$ cat src/rtl/playfield_row_if.sv
// Bundles one playfield row's controller-facing signals: shift chain, writes, probes, clear and GPU read.
// Latency: none, wiring only.
// Backpressure: none; the controller sequences every request itself.
interface playfield_row_if #(
   parameter int WIDTH      = 12,
   parameter int COLOR_W    = 3,
   parameter int IDX_W      = 6,
   parameter int NUM_PROBES = 4
);
   logic                        advance;
   logic [WIDTH*COLOR_W-1:0]    above_cells;
   logic [WIDTH*COLOR_W-1:0]    cells_out;
   logic                        wr_en;
   logic [IDX_W-1:0]            wr_col;
   logic [COLOR_W-1:0]          wr_color;
   logic                        row_full;
   logic [NUM_PROBES*IDX_W-1:0] probe_cols;
   logic [NUM_PROBES-1:0]       probe_hit;
   logic                        frame_tick;
   logic                        clear_req;
   logic                        clear_busy;
   logic                        clear_done;
   logic [IDX_W-1:0]            rd_col;
   logic [COLOR_W-1:0]          rd_color;

   modport master (
      output advance, above_cells, wr_en, wr_col, wr_color, probe_cols,
             frame_tick, clear_req, rd_col,
      input  cells_out, row_full, probe_hit, clear_busy, clear_done, rd_color
   );

   modport slave (
      input  advance, above_cells, wr_en, wr_col, wr_color, probe_cols,
             frame_tick, clear_req, rd_col,
      output cells_out, row_full, probe_hit, clear_busy, clear_done, rd_color
   );
endinterface

$ cat src/rtl/playfield_row.sv
// One Tetris playfield row: colour storage, shift-in, collision probes, GPU read port, flash-then-clear sequence.
// Latency: storage updates visible next cycle; rd_color 1 cycle; clear takes FLASH_TICKS frame ticks plus 1 cycle.
// Backpressure: none; while clear_busy is high, writes, shifts and clear requests are dropped.
module playfield_row #(
   parameter int                  WIDTH       = 12,
   parameter int                  COLOR_W     = 3,
   parameter int                  IDX_W       = 6,
   parameter int                  NUM_PROBES  = 4,
   parameter logic [WIDTH-1:0]    WALL_MASK   = 12'h801,
   parameter logic [COLOR_W-1:0]  WALL_COLOR  = 3'd7,
   parameter int                  FLASH_TICKS = 6
) (
   input logic             clk,
   input logic             reset,
   playfield_row_if.slave  bus
);
   localparam int CNT_W = $clog2(FLASH_TICKS + 1);

   typedef enum logic [1:0] {IDLE, FLASH, CLEAR} state_t;

   state_t             state_q, state_d;
   logic [CNT_W-1:0]   cnt_q, cnt_d;
   logic               phase_q, phase_d;
   logic               done_q;
   logic [COLOR_W-1:0] rd_q, rd_next;
   logic [COLOR_W-1:0] cells_q [WIDTH];
   logic [WIDTH*COLOR_W-1:0] cells_flat;
   logic               full;
   logic [NUM_PROBES-1:0] hit;
   logic [IDX_W-1:0]   pcol;
   logic               accept;

   // A clear is only honoured from IDLE on a completely filled row.
   assign accept = (state_q == IDLE) && bus.clear_req && full;

   // Flatten storage for the chain and derive the row-full flag.
   always_comb begin
      cells_flat = '0;
      full       = 1'b1;
      for (int i = 0; i < WIDTH; i++) begin
         cells_flat[i*COLOR_W +: COLOR_W] = cells_q[i];
         full = full & (|cells_q[i]);
      end
   end

   // Probes hit occupied cells and anything beyond the right edge.
   always_comb begin
      hit  = '0;
      pcol = '0;
      for (int p = 0; p < NUM_PROBES; p++) begin
         pcol   = bus.probe_cols[p*IDX_W +: IDX_W];
         hit[p] = (pcol >= IDX_W'(WIDTH));
         for (int i = 0; i < WIDTH; i++) begin
            if (pcol == IDX_W'(i)) hit[p] = |cells_q[i];
         end
      end
   end

   // Next state: flash counts frame ticks, then a single clearing cycle.
   always_comb begin
      state_d = state_q;
      cnt_d   = cnt_q;
      phase_d = phase_q;
      case (state_q)
         IDLE: begin
            if (accept) begin
               state_d = FLASH;
               cnt_d   = '0;
               phase_d = 1'b0;
            end
         end
         FLASH: begin
            if (bus.frame_tick) begin
               phase_d = ~phase_q;
               if (cnt_q == CNT_W'(FLASH_TICKS - 1)) state_d = CLEAR;
               else                                 cnt_d   = cnt_q + CNT_W'(1);
            end
         end
         CLEAR: begin
            state_d = IDLE;
            cnt_d   = '0;
            phase_d = 1'b0;
         end
         default: state_d = IDLE;
      endcase
   end

   // Sequencer registers; clear_done is the registered image of the CLEAR cycle.
   always_ff @(posedge clk or negedge reset) begin
      if (!reset) begin
         state_q <= IDLE;
         cnt_q   <= '0;
         phase_q <= 1'b0;
         done_q  <= 1'b0;
      end else begin
         state_q <= state_d;
         cnt_q   <= cnt_d;
         phase_q <= phase_d;
         done_q  <= (state_q == CLEAR);
      end
   end

   // Cell storage; walls are loaded at reset and never touched again.
   always_ff @(posedge clk or negedge reset) begin
      if (!reset) begin
         for (int i = 0; i < WIDTH; i++)
            cells_q[i] <= WALL_MASK[i] ? WALL_COLOR : '0;
      end else begin
         for (int i = 0; i < WIDTH; i++) begin
            if (!WALL_MASK[i]) begin
               if (state_q == IDLE) begin
                  if (bus.wr_en && (bus.wr_col == IDX_W'(i)))
                     cells_q[i] <= bus.wr_color;
                  else if (bus.advance)
                     cells_q[i] <= bus.above_cells[i*COLOR_W +: COLOR_W];
               end else if (state_q == CLEAR) begin
                  cells_q[i] <= '0;
               end
            end
         end
      end
   end

   // GPU read mux; the flash override only paints non-wall cells.
   always_comb begin
      rd_next = '0;
      for (int i = 0; i < WIDTH; i++) begin
         if (bus.rd_col == IDX_W'(i))
            rd_next = (state_q == FLASH && phase_q && !WALL_MASK[i]) ? '1 : cells_q[i];
      end
   end

   // Registered GPU read data.
   always_ff @(posedge clk or negedge reset) begin
      if (!reset) rd_q <= '0;
      else        rd_q <= rd_next;
   end

   assign bus.cells_out  = cells_flat;
   assign bus.row_full   = full;
   assign bus.probe_hit  = hit;
   assign bus.clear_busy = (state_q != IDLE);
   assign bus.clear_done = done_q;
   assign bus.rd_color   = rd_q;
endmodule

$ cat src/flat_wrapper.sv
// flat-port wrapper written by rule: the top's interface ports become plain ports
module playfield_row_flat 
#(
   parameter int                  WIDTH       = 12,
   parameter int                  COLOR_W     = 3,
   parameter int                  IDX_W       = 6,
   parameter int                  NUM_PROBES  = 4,
   parameter logic [WIDTH-1:0]    WALL_MASK   = 12'h801,
   parameter logic [COLOR_W-1:0]  WALL_COLOR  = 3'd7,
   parameter int                  FLASH_TICKS = 6
)
  (clk, reset, bus_advance, bus_above_cells, bus_wr_en, bus_wr_col, bus_wr_color, bus_probe_cols, bus_frame_tick, bus_clear_req, bus_rd_col, bus_cells_out, bus_row_full, bus_probe_hit, bus_clear_busy, bus_clear_done, bus_rd_color);
  playfield_row_if #(.WIDTH(WIDTH), .COLOR_W(COLOR_W), .IDX_W(IDX_W), .NUM_PROBES(NUM_PROBES)) bus_i ();
  input logic clk;
  input logic reset;
  input wire logic [$bits(bus_i.advance)-1:0] bus_advance;
  input wire logic [$bits(bus_i.above_cells)-1:0] bus_above_cells;
  input wire logic [$bits(bus_i.wr_en)-1:0] bus_wr_en;
  input wire logic [$bits(bus_i.wr_col)-1:0] bus_wr_col;
  input wire logic [$bits(bus_i.wr_color)-1:0] bus_wr_color;
  input wire logic [$bits(bus_i.probe_cols)-1:0] bus_probe_cols;
  input wire logic [$bits(bus_i.frame_tick)-1:0] bus_frame_tick;
  input wire logic [$bits(bus_i.clear_req)-1:0] bus_clear_req;
  input wire logic [$bits(bus_i.rd_col)-1:0] bus_rd_col;
  output wire logic [$bits(bus_i.cells_out)-1:0] bus_cells_out;
  output wire logic [$bits(bus_i.row_full)-1:0] bus_row_full;
  output wire logic [$bits(bus_i.probe_hit)-1:0] bus_probe_hit;
  output wire logic [$bits(bus_i.clear_busy)-1:0] bus_clear_busy;
  output wire logic [$bits(bus_i.clear_done)-1:0] bus_clear_done;
  output wire logic [$bits(bus_i.rd_color)-1:0] bus_rd_color;
  assign bus_i.advance = bus_advance;
  assign bus_i.above_cells = bus_above_cells;
  assign bus_i.wr_en = bus_wr_en;
  assign bus_i.wr_col = bus_wr_col;
  assign bus_i.wr_color = bus_wr_color;
  assign bus_i.probe_cols = bus_probe_cols;
  assign bus_i.frame_tick = bus_frame_tick;
  assign bus_i.clear_req = bus_clear_req;
  assign bus_i.rd_col = bus_rd_col;
  assign bus_cells_out = bus_i.cells_out;
  assign bus_row_full = bus_i.row_full;
  assign bus_probe_hit = bus_i.probe_hit;
  assign bus_clear_busy = bus_i.clear_busy;
  assign bus_clear_done = bus_i.clear_done;
  assign bus_rd_color = bus_i.rd_color;
  playfield_row #(.WIDTH(WIDTH), .COLOR_W(COLOR_W), .IDX_W(IDX_W), .NUM_PROBES(NUM_PROBES), .WALL_MASK(WALL_MASK), .WALL_COLOR(WALL_COLOR), .FLASH_TICKS(FLASH_TICKS)) u_core (.clk(clk), .reset(reset), .bus(bus_i));
endmodule
$ cat config.mk
export PLATFORM = sky130hd
export DESIGN_NAME = playfield_row_flat
export DESIGN_NICKNAME = d
export VERILOG_FILES = /design/src/rtl/playfield_row_if.sv /design/src/rtl/playfield_row.sv /design/src/flat_wrapper.sv
export SDC_FILE = /design/constraint.sdc
export NUM_CORES = 1
export LEC_CHECK = 0
export BUFFER_PORTS_ARGS = -buffer_cell sky130_fd_sc_hd__buf_2
export CAP_MARGIN = 15
export CORE_UTILIZATION = 50
export DETAILED_ROUTE_END_ITERATION = 10
export GPL_ROUTABILITY_DRIVEN = 0
export GPL_TIMING_DRIVEN = 0
export PLACE_DENSITY_LB_ADDON = 0.12
export SLEW_MARGIN = 20
export SYNTH_ARGS = -nofsm -noshare
export SYNTH_HDL_FRONTEND = slang
export SYNTH_SLANG_ARGS = --single-unit
$ cat constraint.sdc
create_clock -name clk -period 2.84 [get_ports clk]
set_clock_uncertainty 0.2 [all_clocks]
set_input_delay 0 -clock clk [delete_from_list [all_inputs] [get_ports clk]]
set_output_delay 0 -clock clk [all_outputs]
set_load 0.02 [all_outputs]
# ---- Word-level counts from Yosys, hierarchy flattened
# Cells that the tools add are included.
dict set report totals {
  register_bits 40
  latch_bits 0
  mem_bits_rw 0
  rom_bits 0
  output_inout_bits 46
  wordCells 273
  n_memories 0
}
dict set report op_classes {
  n_addsub 1
  mul 0
  div 0
  n_lt_le_gt_ge 4
  eq_ne 82
  n_shift 0
  n_mux 112
  bitwise 12
  n_reduce_logical 47
}
# op n
set ops {}
lappend ops {{3-bit 2-to-1 mux} 56}
lappend ops {{6-bit by 3-bit == test with 1-bit output (second input constant)} 24}
lappend ops {{6-bit by 4-bit == test with 1-bit output (second input constant)} 23}
lappend ops {{6-bit by 2-bit == test with 1-bit output (second input constant)} 12}
lappend ops {{1-bit 2-to-1 mux} 50}
lappend ops {{6-bit by 1-bit == test with 1-bit output (second input constant)} 6}
lappend ops {{3-bit OR reduction} 12}
lappend ops {{6-bit logical NOT} 5}
lappend ops {{3-bit != test (second input constant)} 10}
lappend ops {{6-bit by 4-bit >= comparator with 1-bit output (second input constant)} 4}
lappend ops {{2-bit AND reduction} 10}
lappend ops {{1-bit logical AND} 13}
lappend ops {{1-bit AND} 11}
lappend ops {{3-bit one-hot mux with 3 select lines} 1}
lappend ops {{2-bit 2-to-1 mux} 3}
lappend ops {{3-bit AND reduction} 2}
lappend ops {{2-bit by 1-bit != test with 1-bit output (second input constant)} 2}
lappend ops {{2-bit != test (second input constant)} 2}
lappend ops {{2-bit one-hot mux with 2 select lines} 1}
lappend ops {{4-bit AND reduction} 1}
lappend ops {{2-bit nonzero test} 2}
lappend ops {{3-bit by 1-bit adder with 3-bit output (second input constant)} 1}
lappend ops {{3-bit == test (second input constant)} 1}
lappend ops {{1-bit one-hot mux with 3 select lines} 1}
lappend ops {{other kinds (5)} 5}

# ---- Depth between registers and ports, before layout
dict set report depth {
  depth_word 15
  ltp_mapped 9
  depth_no_buf 7
}

# ---- Worst setup path before layout
# No wires, ideal clock.
dict set report synth_path {
  path_type {register -> output}
  from {register u_core.cells_q (netlist bit u_core.bus.cells_out[22])}
  to {output port bus_probe_hit[1]}
  t_arrival_ps 2046
  required_time_ps 2640
  path_slack_ps 594
  stages_incl_launch_ff 6
  path_cell_list {dfrtp_1 -> or3_1 -> clkbuf_1 -> mux4_2 -> a2111oi_0 -> a22oi_1}
}
dict set report synth_between {
  elab_chain_len 6
}
# item line_no
set synth_rtl {}
lappend synth_rtl {{start: declaration} playfield_row.sv:26} ;# logic [COLOR_W-1:0] cells_q [WIDTH];
lappend synth_rtl {{start signal: indexed assignment} playfield_row.sv:107} ;# cells_q[i] <= WALL_MASK[i] ? WALL_COLOR : '0;
lappend synth_rtl {{start signal: indexed assignment} playfield_row.sv:113} ;# cells_q[i] <= bus.wr_color;
lappend synth_rtl {{start signal: indexed assignment} playfield_row.sv:115} ;# cells_q[i] <= bus.above_cells[i*COLOR_W +: COLOR_W];
lappend synth_rtl {{3-bit OR reduction} playfield_row.sv:54} ;# if (pcol == IDX_W'(i)) hit[p] = |cells_q[i];
lappend synth_rtl {{1-bit 2-to-1 mux (5 in a row)} playfield_row.sv:54}
lappend synth_rtl {{end: declaration} flat_wrapper.sv:27} ;# output wire logic [$bits(bus_i.probe_hit)-1:0] bus_probe_hit;
# No other way between the ends.

# ---- Worst setup path after layout
# Ends and elaborated chain as after synthesis.

==> flow_summary.ini <==
[hold_path]
holdCritPathClass = primary input to flop
min_path_cells = 5

[setup_path]
path_max_fanout = 6
critPathMaxStageDelay_ns = 0.53
critPathLaunchType = flop
rr_worst_depth = 7
crit_start = u_core.bus.cells_out[22]
crit_path_end = bus_probe_hit[1]
r2r_end = u_core.bus.cells_out[10]
cp.arrival_ns = 2.51
crit_chain = or3_1 > clkbuf_1 > mux4_2 > a2111oi_2 > a22oi_1 > buf_2
critical_path_class = flop to output port
crit_slowest_cell = mux4_2
r2r_start = u_core.state_q[0]
critPathRequiredTime_ns = 2.64
r2r_slack_ns = 0.27
worstSetupEndpointType = output port

[yosys]
syn_area_per_cell_um2 = 8.521
synth_top_flop_cell = dfrtp_1
ys_seq_area_share_pct = 30.12
synthCells = 390
ys_async_sr_fraction_pct = 100.0
synth-edff-count = 0
synthesis.area_mm2 = 0.003323
ys_types = 56
ys.warnings.count = 6
synth-seq-cells = 40

[clock_network]
clock_path_buffers = 2
clk_latency_ns = 0.30
cts_setup_buffers = 0
root_buffer = clkbuf_8
cts_sinks = 40
clk_pin_slew_ns = 0.08
htree_num_levels = 2
cts_buffers = 5
cts_tree = built

[run]
max-cap-violations = 0

[routing]
post_drt_via_cell_ratio = 5.912
wl_per_cell_um = 17.34
routed_wl_mm = 10.85
dr_total_vias = 3701
dr.pass1.iters = 5
drt-initial-drc-count = 336
ant_nets = 0
remaining_drc_errors = 0

[final_layout]
final_cells = 626
area_delta_synth_final_pct = 35.92
final_util_pct = 70.73
drive_gt1_share_pct = 24.77
fin_nets = 636
n_antenna_cell = 0

[grt]
grt_overflow = 0
grt_pass1_vias = 3642
grt_pass1_wl_mm = 17.67
grt_max_degree = 41
antenna_found_initial = 0
grt_usage_pct = 31.64

[timing]
max_freq_mhz = 369.6
rsz0062_at_grt = no
slew_viol_final = 0
slew_headroom_pct = 39.90
hold_viol = 0
period_minus_slack_ns = 2.705
tightest_slew_ns = 0.9014
finalSetupViolCount = 0
tns_ns = 0
period_share_pct = 95.26

[placed_design]
dpl.cell_count = 576
dpl.hpwl_mm = 7.481
numPortBuffers = 103

[floorplanning]
rows = 29
initial_core_util_pct = 52.04
die_area_mm2 = 0.006976
ios = 127
die_y_um = 83.53
die_w_um = 83.53
core_area_mm2 = 0.006386

[run_status]
status = completed

[pwr]
p_sw_uw = 571.2
internal-power_uw = 1156
clkPwrFrac_pct = 30.2
p_per_area_mw_per_mm2 = 382.4
seq_power_share_pct = 40.2
p_leak_uw = 0.002209
ir_worst_vdd_uv = 247.4
pwr-share-comb_pct = 29.7
netSwitchingFraction_pct = 33.07
==> registers in the layout, summed over array words and instances (netlist names) <==
name	flops
u_core.bus.clear_done	1
u_core.bus.rd_color	3
u_core.cnt_q	3
u_core.state_q	2
u_core.bus.cells_out	30
u_core.phase_q	1
==> placed cells by master, fill, tap and decap left out, types with 4 or more instances in the layout <==
cell,n
nand3_1,6
conb_1,7
inv_1,7
buf_4,7
o21a_1,4
clkbuf_1,20
nand2_1,51
nor2_1,21
nand3b_1,5
o21ai_1,4
mux2i_1,65
buf_2,107
dfrtp_1,40
nor3_1,13
dlygate4sd3_1,43
nor4b_1,5
ha_1,7
o22ai_1,5
a21oi_1,19
or3_1,7
nor2b_1,6
clkbuf_8,7
or2_1,5
nand2b_1,6
o21ai_0,19
o31ai_1,5
a21oi_2,5
==> stage by stage <==
step           cell area [um^2]  hold slack, ns  setup WS [ns]  total power [uW]
2_1_floorplan              3346         -0.4956         0.5936             949.5
3_3_place_gp               3958        -0.02110         0.4657              1132
3_5_place_dp               3958        -0.02424         0.4215              1140
4_1_cts                    4514         0.01923        0.08486              1709
5_1_grt                    4517         0.06859        0.03008              1790
6_report                   4517         0.02801         0.1346              1727
==> cell usage after synthesis (7+ instances only) <==
master	count	share of area (%)
a21oi_1	19	2.9
buf_4	7	1.6
clkbuf_1	21	2.4
dfrtp_1	40	30
ha_1	7	2.6
inv_1	7	0.79
mux2i_1	65	20
nand2_1	51	5.8
nor2_1	21	2.4
nor3_1	13	2.0
o21ai_0	19	2.9
or3_1	7	1.3
==> worst min path at each step <==
stage / to / slack [ns] / start
after detailed placement: u_core.bus.cells_out[11] / -0.02 / reset
after global routing: u_core.bus.rd_color[0] / 0.07 / bus_rd_col[3]
final: u_core.bus.rd_color[0] / 0.03 / bus_rd_col[3]
after CTS: u_core.bus.rd_color[0] / 0.02 / bus_rd_col[5]
after global placement: u_core.bus.cells_out[11] / -0.02 / reset
after floorplan: u_core.bus.cells_out[10] / -0.50 / reset
==> power by group through the flow <==
stage | sequential, uW | clock, uW | combinational, uW
6_report | 694 | 521 | 513
5_1_grt | 697 | 540 | 552
4_1_cts | 688 | 524 | 496
3_5_place_dp | 699 | 0 | 441
3_3_place_gp | 699 | 0 | 433
2_1_floorplan | 732 | 0 | 217
==> cells by family (layout without fill, tap and decap cells) <==
group,after synthesis,after routing,share of synthesized area (%)
AOI/OAI and AO/OA,93,93,19.09
and+or+nand+nor,140,140,21.31
DFF,40,40,30.12
buffers and inverters,41,194,5.798
muxes,68,68,20.93
adders and majority gates,7,7,2.635
other,1,7,0.1128
==> area by class of cell <==
class,count,area [um^2]
Inverter,8,30.03
Buffer,32,158.9
Timing Repair Buffer,146,945.9
Clock inverter,1,30.03
Clock buffer,7,96.34
Tap cell,77,96.34
Multi-Input combinational cell,315,2158
Fill cell,538,1869
Sequential cell,40,1001
==> what timing repair did <==
action	CTS	global route
hold buffers	43	0
hold endpoints to repair	76	0
endpoints found under the setup margin	0	4
gates resized for setup	0	2
==> routing by layer <==
layer	track usage (%)	share of wire (%)
met5	0	0
met4	12.33	2.7
met3	4.352	8.7
met2	53.95	48
met1	40.79	41
==> worst max-delay path, delay by kind of cell (launching register included) <==
| family | cells | cell delay (ns) |
|---|---|---|
| multiplexers | 1 | 0.53 |
| AO/OA/AOI/OAI | 2 | 0.47 |
| flip-flops | 1 | 0.46 |
| AND/OR/NAND/NOR | 1 | 0.40 |
| buffers and inverters | 2 | 0.36 |
Note: power is estimated with default switching activity, not from simulation.
